==> config.mk <==
export PLATFORM = sky130hd
export DESIGN_NAME = parity_step_counter_flat
export DESIGN_NICKNAME = d
export VERILOG_FILES = /design/src/rtl/parity_step_counter_if.sv /design/src/rtl/parity_step_counter.sv /design/src/flat_wrapper.sv
export SDC_FILE = /design/constraint.sdc
export NUM_CORES = 1
export LEC_CHECK = 0
export CAP_MARGIN = 20
export CORE_AREA = 2 2 39 41
export DETAILED_ROUTE_END_ITERATION = 6
export DIE_AREA = 0 0 41 43
export PLACE_DENSITY = 0.58
export SYNTH_ARGS = -nofsm -noshare
export SYNTH_HDL_FRONTEND = slang
export SYNTH_SLANG_ARGS = --single-unit
==> constraint.sdc <==
create_clock -name clk -period 1.6 [get_ports clk]
set_input_delay 0.4 -clock clk [delete_from_list [all_inputs] [get_ports clk]]
set_output_delay 0.4 -clock clk [all_outputs]
set_load 0.01 [all_outputs]
==> src/rtl/parity_step_counter_if.sv <==
// parity_step_counter_if
//   Bundles the control and result signals of parity_step_counter.
//   master : drives en, up, mode, load, load_val; observes dout, wrap
//   slave  : the counter itself
interface parity_step_counter_if #(
  parameter int unsigned WIDTH = 3
);
  logic             en;
  logic             up;
  logic [1:0]       mode;
  logic             load;
  logic [WIDTH-1:0] load_val;
  logic [WIDTH-1:0] dout;
  logic             wrap;

  modport master (
    output en, up, mode, load, load_val,
    input  dout, wrap
  );

  modport slave (
    input  en, up, mode, load, load_val,
    output dout, wrap
  );
endinterface

==> src/rtl/parity_step_counter.sv <==
// parity_step_counter
//   Up/down sequence generator stepping through all, odd-only or even-only
//   values, with enable, synchronous load and a registered wrap pulse.
//   Ports:
//     clk   : rising-edge clock
//     reset : asynchronous active-low reset
//     bus   : parity_step_counter_if.slave
//             en, up, mode (00 all / 01 odd / 10 even / 11 hold),
//             load, load_val in; dout, wrap out (both registered)
//   Optional feature macro: PARITY_STEP_COUNTER_SATURATE_EN
//     defined   -> a wrapping step holds dout at its boundary and pulses wrap
//     undefined -> modulo wrap
module parity_step_counter #(
  parameter int unsigned WIDTH   = 3,
  parameter int unsigned RST_VAL = 1
) (
  input  logic                    clk,
  input  logic                    reset,
  parity_step_counter_if.slave    bus
);

  localparam logic [1:0] MODE_ALL  = 2'b00;
  localparam logic [1:0] MODE_ODD  = 2'b01;
  localparam logic [1:0] MODE_EVEN = 2'b10;
  localparam logic [1:0] MODE_HOLD = 2'b11;

  logic [WIDTH-1:0] dout_q, dout_nxt;
  logic             wrap_q, wrap_nxt;
  logic             parity_ok;
  logic [WIDTH:0]   step_amt;
  logic [WIDTH:0]   sum;
  logic [WIDTH-1:0] load_adj;

  // A step of 2 only when the value already sits on the mode's parity;
  // otherwise a step of 1 snaps it onto that parity.
  always_comb begin
    parity_ok = 1'b1;
    case (bus.mode)
      MODE_ODD:  parity_ok = dout_q[0];
      MODE_EVEN: parity_ok = ~dout_q[0];
      default:   parity_ok = 1'b1;
    endcase
  end

  always_comb begin
    step_amt = (WIDTH+1)'(1);
    if (parity_ok && (bus.mode == MODE_ODD || bus.mode == MODE_EVEN))
      step_amt = (WIDTH+1)'(2);
  end

  // Extra top bit captures carry (up) or borrow (down); either means the
  // step crossed the range boundary.
  always_comb begin
    if (bus.up) sum = {1'b0, dout_q} + step_amt;
    else        sum = {1'b0, dout_q} - step_amt;
  end

  always_comb begin
    load_adj = bus.load_val;
    if (bus.mode == MODE_ODD)  load_adj = {bus.load_val[WIDTH-1:1], 1'b1};
    if (bus.mode == MODE_EVEN) load_adj = {bus.load_val[WIDTH-1:1], 1'b0};
  end

  always_comb begin
    dout_nxt = dout_q;
    wrap_nxt = 1'b0;
    if (bus.load) begin
      dout_nxt = load_adj;
    end else if (bus.en && bus.mode != MODE_HOLD) begin
      wrap_nxt = sum[WIDTH];
`ifdef PARITY_STEP_COUNTER_SATURATE_EN
      if (!sum[WIDTH]) dout_nxt = sum[WIDTH-1:0];
`else
      dout_nxt = sum[WIDTH-1:0];
`endif
    end
  end

  always_ff @(posedge clk or negedge reset) begin
    if (!reset) begin
      dout_q <= WIDTH'(RST_VAL);
      wrap_q <= 1'b0;
    end else begin
      dout_q <= dout_nxt;
      wrap_q <= wrap_nxt;
    end
  end

  assign bus.dout = dout_q;
  assign bus.wrap = wrap_q;

endmodule
==> src/flat_wrapper.sv <==
// flat-port wrapper written by rule: the top's interface ports become plain ports
module parity_step_counter_flat 
#(
  parameter int unsigned WIDTH   = 3,
  parameter int unsigned RST_VAL = 1
)
  (clk, reset, bus_en, bus_up, bus_mode, bus_load, bus_load_val, bus_dout, bus_wrap);
  parity_step_counter_if #(.WIDTH(WIDTH)) bus_i ();
  input  logic clk;
  input  logic reset;
  input wire logic [$bits(bus_i.en)-1:0] bus_en;
  input wire logic [$bits(bus_i.up)-1:0] bus_up;
  input wire logic [$bits(bus_i.mode)-1:0] bus_mode;
  input wire logic [$bits(bus_i.load)-1:0] bus_load;
  input wire logic [$bits(bus_i.load_val)-1:0] bus_load_val;
  output wire logic [$bits(bus_i.dout)-1:0] bus_dout;
  output wire logic [$bits(bus_i.wrap)-1:0] bus_wrap;
  assign bus_i.en = bus_en;
  assign bus_i.up = bus_up;
  assign bus_i.mode = bus_mode;
  assign bus_i.load = bus_load;
  assign bus_i.load_val = bus_load_val;
  assign bus_dout = bus_i.dout;
  assign bus_wrap = bus_i.wrap;
  parity_step_counter #(.WIDTH(WIDTH), .RST_VAL(RST_VAL)) u_core (.clk(clk), .reset(reset), .bus(bus_i));
endmodule
# Word-level counts from Yosys, hierarchy flattened
# Cells that the tools add are included.
[totals] register_bits=4 in_bits=10 out_inout_bits=4
[op_classes] addsub=2 n_eq_ne=3 n_mux=9 n_bitwise=1 n_reduce_logical=4
[ops] operator="2-to-1 mux 3 bit" count=2
[ops] operator="adder 3 x 2 -> 4 bit" count=1
[ops] operator="2-to-1 mux 1 bit" count=4
[ops] operator="2-to-1 mux 4 bit" count=1
[ops] operator="subtractor 3 x 2 -> 4 bit" count=1
[ops] operator="equality test 2 x 1 -> 1 bit, second input constant" count=1
[ops] operator="equality test 2 bit, second input constant" count=1
[ops] operator="logical AND 1 bit" count=2
[ops] operator="2-to-1 mux 2 bit" count=1
[ops] operator="inequality test 2 bit, second input constant" count=1
[ops] operator="one-hot mux 1 bit (2 select lines)" count=1
[ops] operator="nonzero test 2 bit" count=1
[ops] operator="logical OR 1 bit" count=1
[ops] operator="inverter 1 bit" count=1

# Longest topological paths before layout
[logic_depth] ltp_word=8 ltp_mapped=7 mapped_depth_nobuf=7

# Worst setup path after synthesis
# No wires, ideal clock.
[synth_timing] kind="register -> register" startpoint="reg u_core.dout_q[0], in the netlist u_core.bus.dout[0]" endpoint="reg u_core.dout_q[2], in the netlist u_core.bus.dout[2]" arrival_time_ns=1.601 required_ns=1.479 setup_slack_ns=-0.121 stages_incl_launch_ff=8 path_cell_list="dfstp_2 nor3b_1 a21oi_1 nand2_1 fa_1 xor2_1 mux2i_1 o21ai_1"
[synth_via] elab_chain_cells=8 word_cells_on_any_way=9 cone_classes="add/sub (2); mux (5); bitwise (1); reduce/logical (1)"
[synth_rtl] element="from (decl)" line="parity_step_counter.sv:27" source="logic [WIDTH-1:0] dout_q, dout_nxt;"
[synth_rtl] element="from (signal assigned)" line="parity_step_counter.sv:81" source="dout_q <= WIDTH'(RST_VAL);"
[synth_rtl] element="from (signal assigned)" line="parity_step_counter.sv:84" source="dout_q <= dout_nxt;"
[synth_rtl] element="inverter 1 bit" line="parity_step_counter.sv:40" source="MODE_EVEN: parity_ok = ~dout_q[0];"
[synth_rtl] element="one-hot mux 1 bit (2 select lines)" line="parity_step_counter.sv:38" source="case (bus.mode)"
[synth_rtl] element="logical AND 1 bit" line="parity_step_counter.sv:47" source="if (parity_ok && (bus.mode == MODE_ODD || bus.mode == MODE_EVEN))"
[synth_rtl] element="2-to-1 mux 2 bit" line="parity_step_counter.sv:47"
[synth_rtl] element="subtractor 3 x 2 -> 4 bit / adder 3 x 2 -> 4 bit (equally long branches)" line="parity_step_counter.sv:55, parity_step_counter.sv:54"
[synth_rtl] element="2-to-1 mux 4 bit (*)" line="parity_step_counter.sv:54" source="if (bus.up) sum = {1'b0, dout_q} + step_amt;"
[synth_rtl] element="2-to-1 mux 3 bit (*)" line="parity_step_counter.sv:69" source="end else if (bus.en && bus.mode != MODE_HOLD) begin"
[synth_rtl] element="2-to-1 mux 3 bit (*)" line="parity_step_counter.sv:67" source="if (bus.load) begin"
# Mark *: on every way between the ends. The rest lies on a longest branch, timed or not. The select of a mux whose other input is x is not followed.
# A chain may end at the register's enable or synchronous reset.

# Final worst setup path
[layout_timing] startpoint="reg u_core.dout_q[0], in the netlist u_core.bus.dout[0]" endpoint="reg u_core.dout_q[1], in the netlist u_core.bus.dout[1]"
# The elaborated chain is that of the path after synthesis.

==> reports/qor.yml <==
global_routing:
  grt_pass1_wl_mm: 1.21
  antenna_found_initial: 0
  grt_max_degree: 6
  grt_pass1_vias: 297
  grt_overflow: 0
  gr-usage-all-layers_pct: 11.1
clock_network:
  cts.sinks: 4
  clk_path_buf_depth: 2
  clkTransAtPathRegs_ns: 0.04
  h-tree-depth: 1
  tritoncts: "yes"
  clk_latency_ns: 0.24
  hold_buffers: 0
  numCtsBuffers: 3
  root_buffer: "clkbuf_4"
layout:
  multi_input_comb_area_um2: 236
  area_growth_pct: 79.8
  nFillCells: 149
  num_antenna_cells: 0
  layout.nets: 68
  final_area_um2: 567
  drive_gt1_share_pct: 35.8
  regArea_um2: 101
  utilization_pct: 41.0
  final_cells: 69
placed_design:
  dpl.cell_count: 63
  dp_slack_ns: -0.697
  gp_congestion: 0.660
  placed_area_um2: 494
  port_buffers: 13
  hpwl_um: 561
floorplanning:
  rows: 14
  die_height_um: 43
  initial_core_util_pct: 22.8
  io_pins: 14
  core_region_area_um2: 1380
  die-area_um2: 1760
  dieWidth_um: 41
synthesis:
  synth_top_area_share_pct: 23.8
  synthMuxAreaShare_pct: 12.7
  yosys.area.top_type: "dfrtp_1"
  synthAdderAreaFrac_pct: 18.3
  synth_compound_area_share_pct: 18.7
  post-synth-top-count-cell: "mux2i_1"
  synth_common_cells: "mux2i_1, a21oi_1, dfrtp_1, ha_1, nand2_1"
  synthCells: 31
  ys_ff_latch: 4
  synth_edf_count: 0
  seq_area_frac_synth_pct: 32.1
  async_flop_share_pct: 100
  synth_area_leaders: "dfrtp_1, mux2i_1, ha_1"
  yosysWarnings: 0
  yosys.area_share.xor_xnor_pct: 2.78
  synth_fp_nets: 45
  synth_cell_types: 17
  ys.flop_type: "dfrtp_1"
  syn_area_per_cell_um2: 10.2
  syn-cell-area_um2: 315
  synth_top_family_by_area: "compound AO/OA/AOI/OAI gates"
  synthSimpleGateAreaFrac_pct: 13.1
run:
  maxCapViolCount: 0
routing:
  first_pass_iters: 4
  wire_per_inst_um: 10.6
  first_iter_violations: 1
  ant_nets: 0
  vias: 302
  route.final.wire_length_um: 733
  route.detailed.drc: 0
  via_per_inst: 4.38
setup_path:
  end_kind: "register"
  cp_max_fo: 4
  critPathKind: "reg -> reg"
  cp.arrival_ns: 1.86
  slowest_stage: "dfstp_2"
  critPathLaunchType: "register"
  critPathRequiredTime_ns: 1.72
  critPathMaxStageDelay_ns: 0.56
  crit_chain: "nor3b_2, a21oi_4, ha_2, fa_2, mux2i_1, o21ai_1"
min_path:
  hold_class: "in -> async"
outcome:
  outcome: "finished with violations"
  violations: "setup timing"
sta:
  fmax_ghz: 0.576
  period_share_pct: 109
  hold_violations: 0
  maxSlewViolCount: 0
  final.setup.worst_slack_ns: -0.137
  worst_pin_slew_ns: 0.237
  min_period_ns: 1.74
  fin_tns_setup_ns: -0.351
  rsz0062_at_grt: "yes"
  setup-violations-final: 3
  max_slew_margin_pct: 84.1
  skew_ns: 0.0112
power:
  power.leakage_nw: 0.261
  ir_drop_mv: 0.534
  power_density_nw_per_um2: 839
==> flip-flops by register name, indices dropped and copies added, names as in the netlist <==
signal	cells
u_core.bus.wrap	1
u_core.bus.dout	3
==> area by class of cell <==
class,count,area share [%]
Clock buffer,4,4.64
Inverter,2,1.32
Multi-Input combinational cell,25,41.7
Sequential cell,4,17.9
Tap cell,16,3.53
Timing Repair Buffer,18,30.9
==> per-stage QoR <==
step                hold WS (ns)  power [mW]
floorplan                  0.104       0.233
global placement           0.592       0.316
detailed placement         0.608       0.319
CTS                        0.357       0.480
global route               0.345       0.521
finish                     0.359       0.475
==> worst paths after layout <==
check | start | endpoint | slack [ns] | cells after the start
worst min-delay path | reset | u_core.bus.dout[2] | 0.36 | 1
worst max-delay path | u_core.bus.dout[0] | u_core.bus.dout[1] | -0.14 | 6
worst min register to register | u_core.bus.dout[2] | u_core.bus.dout[2] | 0.62 | 2
worst max register to register | u_core.bus.dout[0] | u_core.bus.dout[1] | -0.14 | 6
max in group asynchronous | reset | u_core.bus.dout[0] | 0.99 | 1
min in group clk | u_core.bus.dout[2] | u_core.bus.dout[2] | 0.62 | 2
==> per-layer routing <==
layer | track usage (%) | up-vias | share of wire, % | wire length, µm
met3 | 4.19 | 4 | 6.0 | 44
met1 | 10.8 | 136 | 37 | 274
li1 | - | 154 | - | -
met5 | 0 | - | 0 | 0
met4 | 10.0 | 0 | 3.4 | 25
met2 | 16.9 | 8 | 53 | 388
==> power by group <==
part           internal [mW]  total, mW  switching, mW
sequential             0.119      0.131         0.0115
combinational          0.119      0.206         0.0870
clock                 0.0938      0.139         0.0448
total                  0.332      0.475          0.143
==> repair_timing <==
action	CTS	global route
setup buffers	2	0
gates resized for setup	12	3
pin swaps	3	3
setup endpoints to repair	6	4
==> layout by cell type (no fill, tap or decap), types with 2 or more instances in the layout <==
cell type	Yosys	final
o21ai_1	2	2
buf_4	0	4
clkbuf_4	0	3
nand2_1	3	2
mux2i_1	4	4
clkdlybuf4s50_1	0	9
dfrtp_1	3	3
inv_1	2	2
clkdlybuf4s15_2	0	2
nand3_1	2	2
ha_1	3	2
==> critical path: cells and delay by family (launching register included) <==
family	cells	cell delay [ns]
muxes	1	0.16
adders and majority gates	2	0.64
and+or+nand+nor	1	0.07
DFF	1	0.56
AOI/OAI and AO/OA	2	0.20
==> logic make-up after synthesis <==
kind of cell	after synthesis
buffers and inverters	2
AOI/OAI and AO/OA	8
muxes	4
DFF	4
adders and majority gates	4
xor gates and xnor gates	1
and+or+nand+nor	8
(Power assumes the default switching activity.)
==> variant: new RTL, config.mk and constraints unchanged <==
`WIDTH` is set to 3 in 3 places; all go to 5.
--- a/src/rtl/parity_step_counter_if.sv
+++ b/src/rtl/parity_step_counter_if.sv
@@ -3,7 +3,7 @@
 //   master : drives en, up, mode, load, load_val; observes dout, wrap
 //   slave  : the counter itself
 interface parity_step_counter_if #(
-  parameter int unsigned WIDTH = 3
+  parameter int unsigned WIDTH = 5
 );
   logic             en;
   logic             up;
--- a/src/rtl/parity_step_counter.sv
+++ b/src/rtl/parity_step_counter.sv
@@ -11,7 +11,7 @@
 //     defined   -> a wrapping step holds dout at its boundary and pulses wrap
 //     undefined -> modulo wrap
 module parity_step_counter #(
-  parameter int unsigned WIDTH   = 3,
+  parameter int unsigned WIDTH   = 5,
   parameter int unsigned RST_VAL = 1
 ) (
   input  logic                    clk,
--- a/src/flat_wrapper.sv
+++ b/src/flat_wrapper.sv
@@ -1,7 +1,7 @@
 // flat-port wrapper written by rule: the top's interface ports become plain ports
 module parity_step_counter_flat 
 #(
-  parameter int unsigned WIDTH   = 3,
+  parameter int unsigned WIDTH   = 5,
   parameter int unsigned RST_VAL = 1
 )
   (clk, reset, bus_en, bus_up, bus_mode, bus_load, bus_load_val, bus_dout, bus_wrap);
Interface: changed (resized bus_dout and bus_load_val); port bits go from 14 to 18. The function was not compared with the original's and may differ.
==> variant against the original RTL <==
- the flow still finishes with violations (setup timing)
- cell area grew 49%
- setup slack got worse by 0.18 ns
- worst hold slack better by 0.047 ns
- via count rose by 76%
- non-clock buffer count increased by 11
- clock skew fell by 0.0072 ns
- wire length is 76% higher
- synthesized area rose by 58%
- sequential cell count grew 2
- total power is 41% higher
- critical path depth grew 2
- cell count is 49% higher
- largest cell class unchanged
==> variant: results (changes against the original RTL) <==
Layout
  • FF/Latch Area: 151 µm² (was 101 µm²)
  • Final net count: 106 (was 68)
  • Finished Layout Cells: 103 (was 69)

Critical path
  • Reg2reg end: u_core.bus.dout[3] (was u_core.bus.dout[1])
  • WP data arrival: 2.10 ns (was 1.86 ns)
  • Top delay family on crit path: simple AND/OR/NAND/NOR gates (was adder cells)

Synth
  • Top post-synthesis cells by area: dfrtp_1 25%, ha_1 13%, a21oi_1 7.0%, dfstp_2 5.3%, nand2_1 4.5% (was dfrtp_1 24%, mux2i_1 13%, ha_1 12%, dfstp_2 8.3%, fa_1 6.3%)
  • Synth Area in Compound Gates: 20.9% (was 18.7%)
  • Synth cell types: 30 (was 17)

Timing
  • Setup ws final: -0.315 ns (was -0.137 ns)
  • Final setup vio count: 5 (was 3)
  • Fin Setup TNS: -1.19 ns (was -0.351 ns)

Outcome
  • Outcome: finished with violations (unchanged)
  • Violated checks: setup timing (unchanged)

Power and ir drop
  • Cell internal pwr: 0.000447 W (was 0.000332 W)
  • VDD IR max: 0.487 mV (was 0.534 mV)
  • Seq pwr share: 29.7% (was 27.5%)
  • LEAKAGE: 0.391 nW (was 0.261 nW)
  • Switching Share: 33.2% (was 30.1%)

Placed design
  • Placed Instance Area: 768 µm² (was 494 µm²)
  • IO buf count: 17 (was 13)
  • GPL Wtd Cong: 0.856 (was 0.660)

Global route
  • Global-route wire length before repair: 1900 µm (was 1210 µm)
  • Number of global-route vias before repair: 470 (was 297)
  • Met2 Use GR: 23.8% (was 16.9%)

Drt
  • Starting DRT DRC Count: 7 (was 1)

Clock network
  • Post-CTS setup repair buffer count: 0 (was 2)
[variant: how the worst max path moves through the flow]
| stage | from | endpoint | cells after the start |
|---|---|---|---|
| finish | u_core.bus.dout[0] | u_core.bus.dout[3] | 8 |
| global route | u_core.bus.dout[0] | u_core.bus.dout[4] | 9 |
| CTS | u_core.bus.dout[0] | u_core.bus.dout[4] | 9 |
| detailed placement | bus_mode[0] | u_core.bus.dout[3] | 9 |
| global placement | bus_mode[0] | u_core.bus.wrap | 9 |
| floorplan | u_core.bus.dout[0] | u_core.bus.dout[3] | 8 |
[variant: final cells by class]
type / count / area share [%]
inverter: 1 / 0.445
multi-input combinational: 47 / 45.8
timing repair buffer: 29 / 30.3
tap: 16 / 2.37
clock buffer: 4 / 3.12
sequential: 6 / 18.0
[variant: metrics by stage]
stage	worst slack, ns	hold WS (ns)
global placement	-0.691	0.588
global route	-0.400	0.423
CTS	-0.310	0.415
finish	-0.315	0.406
floorplan	-0.262	0.104
detailed placement	-0.723	0.598
